$ cat src/rtl/fetch_ctrl_if.sv
// ============================================================================
// Module   : fetch_ctrl_if
// Brief    : Instruction-memory and decode-side handshake bundle for fetch_ctrl.
// Revision : 1.0
// ============================================================================
`default_nettype none

interface fetch_ctrl_if;
  logic        imem_req;
  logic [31:0] imem_addr;
  logic        imem_ack;
  logic [31:0] imem_rdata;
  logic        inst_valid;
  logic        inst_ready;
  logic [31:0] inst;
  logic [31:0] inst_pc;
  logic [31:0] inst_pc_plus4;

  modport master (
    output imem_req, imem_addr, inst_valid, inst, inst_pc, inst_pc_plus4,
    input  imem_ack, imem_rdata, inst_ready
  );

  modport slave (
    input  imem_req, imem_addr, inst_valid, inst, inst_pc, inst_pc_plus4,
    output imem_ack, imem_rdata, inst_ready
  );
endinterface

`default_nettype wire

$ cat src/rtl/fetch_ctrl.sv
// ============================================================================
// Module   : fetch_ctrl
// Brief    : Single-outstanding instruction fetch with redirect/trap flushing.
//            Optional FETCH_PERF_CNT_EN adds perf_fetched/perf_flushed counters.
// Revision : 1.0
// ============================================================================
`default_nettype none

module fetch_ctrl #(
  parameter logic [31:0] RESET_PC = 32'h00008000
) (
  input  wire logic        clk,
  input  wire logic        rst,
  input  wire logic        redirect_valid,
  input  wire logic [31:0] redirect_pc,
  input  wire logic        trap_valid,
  input  wire logic [31:0] trap_pc,
  fetch_ctrl_if.master     bus
`ifdef FETCH_PERF_CNT_EN
  ,
  output logic [31:0]      perf_fetched,
  output logic [31:0]      perf_flushed
`endif
);

  localparam logic [1:0] ST_REQ   = 2'd0;
  localparam logic [1:0] ST_HOLD  = 2'd1;
  localparam logic [1:0] ST_FLUSH = 2'd2;

  logic [1:0]  r_state;
  logic [1:0]  w_state_nxt;
  logic [31:0] r_fetch_pc;
  logic [31:0] r_pending_pc;
  logic [31:0] r_inst;
  logic [31:0] r_inst_pc;
  logic        w_redir;
  logic [31:0] w_target_raw;
  logic [31:0] w_target;

  // Trap beats branch when both resolve in the same cycle.
  assign w_redir      = trap_valid | redirect_valid;
  assign w_target_raw = trap_valid ? trap_pc : redirect_pc;
  assign w_target     = w_target_raw & 32'hFFFF_FFFC;

  always_ff @(posedge clk or posedge rst) begin
    if (rst) r_state <= ST_REQ;
    else     r_state <= w_state_nxt;
  end

  always_comb begin
    w_state_nxt = r_state;
    case (r_state)
      ST_REQ: begin
        if (w_redir)           w_state_nxt = bus.imem_ack ? ST_REQ : ST_FLUSH;
        else if (bus.imem_ack) w_state_nxt = ST_HOLD;
      end
      ST_HOLD: begin
        if (w_redir || bus.inst_ready) w_state_nxt = ST_REQ;
      end
      ST_FLUSH: begin
        if (bus.imem_ack) w_state_nxt = ST_REQ;
      end
      default: w_state_nxt = ST_REQ;
    endcase
  end

  always_comb begin
    bus.imem_req   = 1'b0;
    bus.imem_addr  = r_fetch_pc;
    bus.inst_valid = 1'b0;
    case (r_state)
      ST_REQ, ST_FLUSH: bus.imem_req   = ~rst;
      ST_HOLD:          bus.inst_valid = 1'b1;
      default:          bus.imem_req   = 1'b0;
    endcase
  end

  assign bus.inst          = r_inst;
  assign bus.inst_pc       = r_inst_pc;
  assign bus.inst_pc_plus4 = r_inst_pc + 32'd4;

  // fetch_pc never moves while a request is outstanding, keeping imem_addr stable.
  always_ff @(posedge clk or posedge rst) begin
    if (rst) begin
      r_fetch_pc   <= RESET_PC;
      r_pending_pc <= 32'd0;
      r_inst       <= 32'd0;
      r_inst_pc    <= 32'd0;
    end else begin
      case (r_state)
        ST_REQ: begin
          if (w_redir) begin
            if (bus.imem_ack) r_fetch_pc   <= w_target;
            else              r_pending_pc <= w_target;
          end else if (bus.imem_ack) begin
            r_inst     <= bus.imem_rdata;
            r_inst_pc  <= r_fetch_pc;
            r_fetch_pc <= r_fetch_pc + 32'd4;
          end
        end
        ST_HOLD: begin
          if (w_redir) r_fetch_pc <= w_target;
        end
        ST_FLUSH: begin
          if (w_redir) begin
            if (bus.imem_ack) r_fetch_pc   <= w_target;
            else              r_pending_pc <= w_target;
          end else if (bus.imem_ack) begin
            r_fetch_pc <= r_pending_pc;
          end
        end
        default: r_fetch_pc <= r_fetch_pc;
      endcase
    end
  end

`ifdef FETCH_PERF_CNT_EN
  logic w_xfer;
  logic w_drop;

  // A HOLD word hit by a redirect counts as dropped, not delivered.
  assign w_xfer = (r_state == ST_HOLD) && bus.inst_ready && !w_redir;
  assign w_drop = ((r_state == ST_REQ)   && w_redir && bus.imem_ack) ||
                  ((r_state == ST_FLUSH) && bus.imem_ack) ||
                  ((r_state == ST_HOLD)  && w_redir);

  always_ff @(posedge clk or posedge rst) begin
    if (rst) begin
      perf_fetched <= 32'd0;
      perf_flushed <= 32'd0;
    end else begin
      if (w_xfer) perf_fetched <= perf_fetched + 32'd1;
      if (w_drop) perf_flushed <= perf_flushed + 32'd1;
    end
  end
`endif

endmodule

`default_nettype wire

$ cat src/flat_wrapper.sv
// flat-port wrapper written by rule: the top's interface ports become plain ports
module fetch_ctrl_flat 
#(
  parameter logic [31:0] RESET_PC = 32'h00008000
)
  (clk, rst, redirect_valid, redirect_pc, trap_valid, trap_pc, bus_imem_req, bus_imem_addr, bus_inst_valid, bus_inst, bus_inst_pc, bus_inst_pc_plus4, bus_imem_ack, bus_imem_rdata, bus_inst_ready);
  fetch_ctrl_if bus_i ();
  input  wire logic clk;
  input  wire logic rst;
  input  wire logic redirect_valid;
  input  wire logic [31:0] redirect_pc;
  input  wire logic trap_valid;
  input  wire logic [31:0] trap_pc;
  output wire logic [$bits(bus_i.imem_req)-1:0] bus_imem_req;
  output wire logic [$bits(bus_i.imem_addr)-1:0] bus_imem_addr;
  output wire logic [$bits(bus_i.inst_valid)-1:0] bus_inst_valid;
  output wire logic [$bits(bus_i.inst)-1:0] bus_inst;
  output wire logic [$bits(bus_i.inst_pc)-1:0] bus_inst_pc;
  output wire logic [$bits(bus_i.inst_pc_plus4)-1:0] bus_inst_pc_plus4;
  input wire logic [$bits(bus_i.imem_ack)-1:0] bus_imem_ack;
  input wire logic [$bits(bus_i.imem_rdata)-1:0] bus_imem_rdata;
  input wire logic [$bits(bus_i.inst_ready)-1:0] bus_inst_ready;
  assign bus_imem_req = bus_i.imem_req;
  assign bus_imem_addr = bus_i.imem_addr;
  assign bus_inst_valid = bus_i.inst_valid;
  assign bus_inst = bus_i.inst;
  assign bus_inst_pc = bus_i.inst_pc;
  assign bus_inst_pc_plus4 = bus_i.inst_pc_plus4;
  assign bus_i.imem_ack = bus_imem_ack;
  assign bus_i.imem_rdata = bus_imem_rdata;
  assign bus_i.inst_ready = bus_inst_ready;
  fetch_ctrl #(.RESET_PC(RESET_PC)) u_core (.clk(clk), .rst(rst), .redirect_valid(redirect_valid), .redirect_pc(redirect_pc), .trap_valid(trap_valid), .trap_pc(trap_pc), .bus(bus_i));
endmodule
$ cat config.mk
export PLATFORM = sky130hd
export DESIGN_NAME = fetch_ctrl_flat
export DESIGN_NICKNAME = d
export VERILOG_FILES = /design/src/rtl/fetch_ctrl_if.sv /design/src/rtl/fetch_ctrl.sv /design/src/flat_wrapper.sv
export SDC_FILE = /design/constraint.sdc
export NUM_CORES = 1
export LEC_CHECK = 0
export BUFFER_PORTS_ARGS = -buffer_cell sky130_fd_sc_hd__buf_2
export CAP_MARGIN = 20
export CORE_MARGIN = 2
export CORE_UTILIZATION = 52
export CTS_CLUSTER_DIAMETER = 80
export DETAILED_ROUTE_END_ITERATION = 16
export PLACE_DENSITY = 0.79
export SETUP_SLACK_MARGIN = 0.15
export SYNTH_ARGS = -nofsm -noshare
export SYNTH_HDL_FRONTEND = slang
export SYNTH_SLANG_ARGS = --single-unit
$ cat constraint.sdc
create_clock -name clk -period 5.4 [get_ports clk]
set_clock_uncertainty 0.2 [all_clocks]
set_input_delay 0.81 -clock clk [delete_from_list [all_inputs] [get_ports clk]]
set_output_delay 0.81 -clock clk [all_outputs]
set_load 0.005 [all_outputs]
==> impl_summary.txt <==
----------------------------------------------------
[Floorplan]
  Placeable core area ... 14420 µm²
  Starting Density ... 52.91%
  I/O pins ... 232
  Die outline width ... 125.2 µm
  Die span in y ... 125.2 µm
  DIE AREA ... 15660 µm²
  Row count ... 44

[Power and ir drop]
  Highest ir drop seen on vdd ... 0.2680 mV
  Power density cells ... 521.7 nW/µm²
  Static leakage ... 4.354 nW

[Global route]
  Number of global-route vias before repair ... 6882
  First-pass GRT wire length ... 35750 µm
  Leftover overflow at the end of global routing ... 0
  Global Route Usage Sum ... 28.37%
  Largest net degree at the start of global routing ... 66
  Initial antenna violation count ... 0

[Worst setup path]
  Startpoint types ... flop
  Largest fanout of any net on the critical path ... 23
  Worst path required time ... 5.55 ns
  Kind of critical path ... reg -> reg
  Data arrival time of the critical path ... 3.78 ns
  Destination of the worst register-to-register timing path ... u_core.bus.imem_addr[26]$_DFFE_PP0P_
  Capturing instance or port of the critical path ... u_core.bus.imem_addr[26]$_DFFE_PP0P_
  Worst r2r path cells ... 9
  Worst setup path start ... u_core.r_state[0]$_DFFE_PP0P_
  Crit Reg-Reg Startpoint ... u_core.r_state[0]$_DFFE_PP0P_
  Reg2reg setup slack ... 1.77 ns
  Type of destination of the critical path ... flop

[STA]
  Final period demand of the worst path ... 3.631 ns
  Number of endpoints failing setup at the final stage ... 0
  Worst Max-Slew Pin Slew ... 1.103 ns
  Slew Limit Fails ... 0
  Period Utilization, post-route ... 67.24%
  Relative slew slack ... 25.78%
  Total negative slack ... 0 ns
  Highest clock rate ... 0.2754 GHz
  RSZ-0062 raised after global routing ... false
  Number of endpoints with negative hold slack in the final report ... 0

[Logic synthesis]
  Most used standard cells in the synthesized netlist ... dfrtp_1, mux2_2, nor2_1
  Cell Area, Synth ... 7632 µm²
  Distinct cells, synth ... 61
  Synth async-reset ratio ... 100.0%
  Count of mapped cells out of synthesis ... 811
  Synth area leaders ... dfrtp_1, mux2_2, a21oi_1, o21ai_0, nor2_1
  Yosys top cell area share ... 41.64%
  Average footprint of a synthesized cell ... 9.411 µm²
  Most area-hungry cell type in the Yosys netlist ... dfrtp_1
  Most common cell in the synthesized netlist ... dfrtp_1
  Most used flip-flop cell after synthesis ... dfrtp_1
  Warning count from the yosys run ... 0
  Register bit total from synthesis ... 128
  Mapped Nets ... 919
  Share of synthesized area occupied by flip-flops and latches ... 41.98%
  Number of enable-type register cells in the synthesized netlist ... 0

[Detailed routing]
  Violation count after the first detailed-routing iteration ... 753
  Routed wire length per instance ... 18.52 µm
  First-pass detailed-route iteration total ... 5
  Number of routed nets with antenna violations ... 0
  Drt drc ... 0
  Total detailed-routing wirelength ... 22460 µm
  Vias/cell ... 6.069
  Vias after detailed routing ... 7362

[Layout]
  Non-Filler Instances ... 1213
  Storage cell area ... 3204 µm²
  Final antenna diode count ... 0
  Share of layout cells above drive strength 1 ... 35.57%
  Number of nets in the final layout ... 1125
  Final Util ... 65.79%
  Multi-input combinational cell area ... 4156 µm²
  Layout-stage area growth over the synthesis result ... 24.33%
  Fill cell total of the finished layout ... 1173
  Final instance area ... 9489 µm²

[Hold path]
  Type of the worst min-delay path ... in -> async

[Outcome]
  Outcome ... finished clean

[CTS]
  Number of instances resized during post-cts repair ... 0
  CTS HTree Levels ... 4
  Count of hold-fix buffers inserted at cts ... 0
  Clock insertion delay at the later pin of the skew report ... 0.42 ns
  Clock slew at the register clock pins of the worst setup and hold paths ... 0.05 ns
  CTS Buffer Depth ... 2
  Clk sinks ... 128
  Total clock buffers created by CTS ... 17
  Setup Buffers After CTS ... 0
  Buffer cell driving the clock tree root ... clkbuf_16
  CTS tree ... built

[Place]
  Final GP Congestion ... 0.8788
  Number of cells in the design after placement ... 1182
  Post-DP HPWL ... 15690 µm
  Number of I/O port buffers ... 227
  DP Area ... 8884 µm²

[Run]
  Count of maximum capacitance violations ... 0

----------------------------------------------------
worst min-delay path by stage:
stage,startpoint,end,slack [ns]
finish,rst,u_core.r_state[0]$_DFFE_PP0P_,0.30
global route,u_core.bus.inst[14]$_DFFE_PP0P_,u_core.bus.inst[14]$_DFFE_PP0P_,0.31
CTS,u_core.bus.inst[26]$_DFFE_PP0P_,u_core.bus.inst[26]$_DFFE_PP0P_,0.30
detailed placement,u_core.bus.inst[26]$_DFFE_PP0P_,u_core.bus.inst[26]$_DFFE_PP0P_,0.29
global placement,u_core.bus.inst[28]$_DFFE_PP0P_,u_core.bus.inst[28]$_DFFE_PP0P_,0.28
floorplan,u_core.r_pending_pc[29]$_DFFE_PP0P_,u_core.r_pending_pc[29]$_DFFE_PP0P_,0.28
kinds of logic after synthesis:
group                    share of synthesized area (%)
AND/OR/NAND/NOR                                  15.62
buffers and inverters                            3.770
flip-flops                                       41.98
multiplexers                                     15.52
AO/OA/AOI/OAI                                    18.10
adder cells (fa/ha/maj)                         0.9836
XOR/XNOR                                         4.016
layout make-up:
class	count	share of cell area, %
multi-input combinational	614	43.80
sequential	128	33.77
tap	184	2.426
timing repair buffer	239	12.92
clock buffer	21	4.958
inverter	17	0.6988
clock inverter	10	1.424
sequential cells by signal, indices dropped and copies added, names as in the netlist:
signal and cells:
u_core.bus.imem_addr 32, u_core.bus.inst 32, u_core.bus.inst_pc 32, u_core.r_pending_pc 30, u_core.r_state 2
cells in the final DEF (no fill, tap or decap), types with 23 or more instances in the layout:
cell type  count
buf_2        227
dfrtp_1      127
mux2_2        83
nor2_1        76
nand2_1       64
a21oi_1       62
o21ai_0       61
nand3_1       32
mux2i_1       25
xnor2_1       23
where the power goes:
group          internal (W)  switching [W]
clock              0.000756       0.000411
sequential          0.00139       0.000574
combinational      0.000914       0.000908
metrics by stage:
step           hold WS [ns]  total power [W]  worst slack [ns]
6_report             0.2953         0.004950             1.769
5_1_grt              0.3088         0.005251             1.523
3_3_place_gp         0.2831         0.003692             1.896
2_1_floorplan        0.2806         0.002884            0.9790
4_1_cts              0.3028         0.004944             1.747
3_5_place_dp         0.2902         0.003760             1.848
critical path, stage by stage (launching register included):
cell and delay [ns]:
dfrtp_1 0.41, inv_1 0.10, ha_1 0.83, nor2_1 0.31
o21ai_0 0.41, a21o_1 0.49, buf_4 0.36, nor2_1 0.13
o21ai_0 0.12, o221a_2 0.21
layer usage:
layer | wire, µm | global-route usage (%) | up-vias
li1 | - | - | 3390
met1 | 9094 | 37.88 | 3503
met2 | 10790 | 45.88 | 417
met3 | 1948 | 5.991 | 52
met4 | 626 | 10.39 | 0
met5 | 0 | 0 | -
Note: power is estimated with default switching activity, not from simulation.
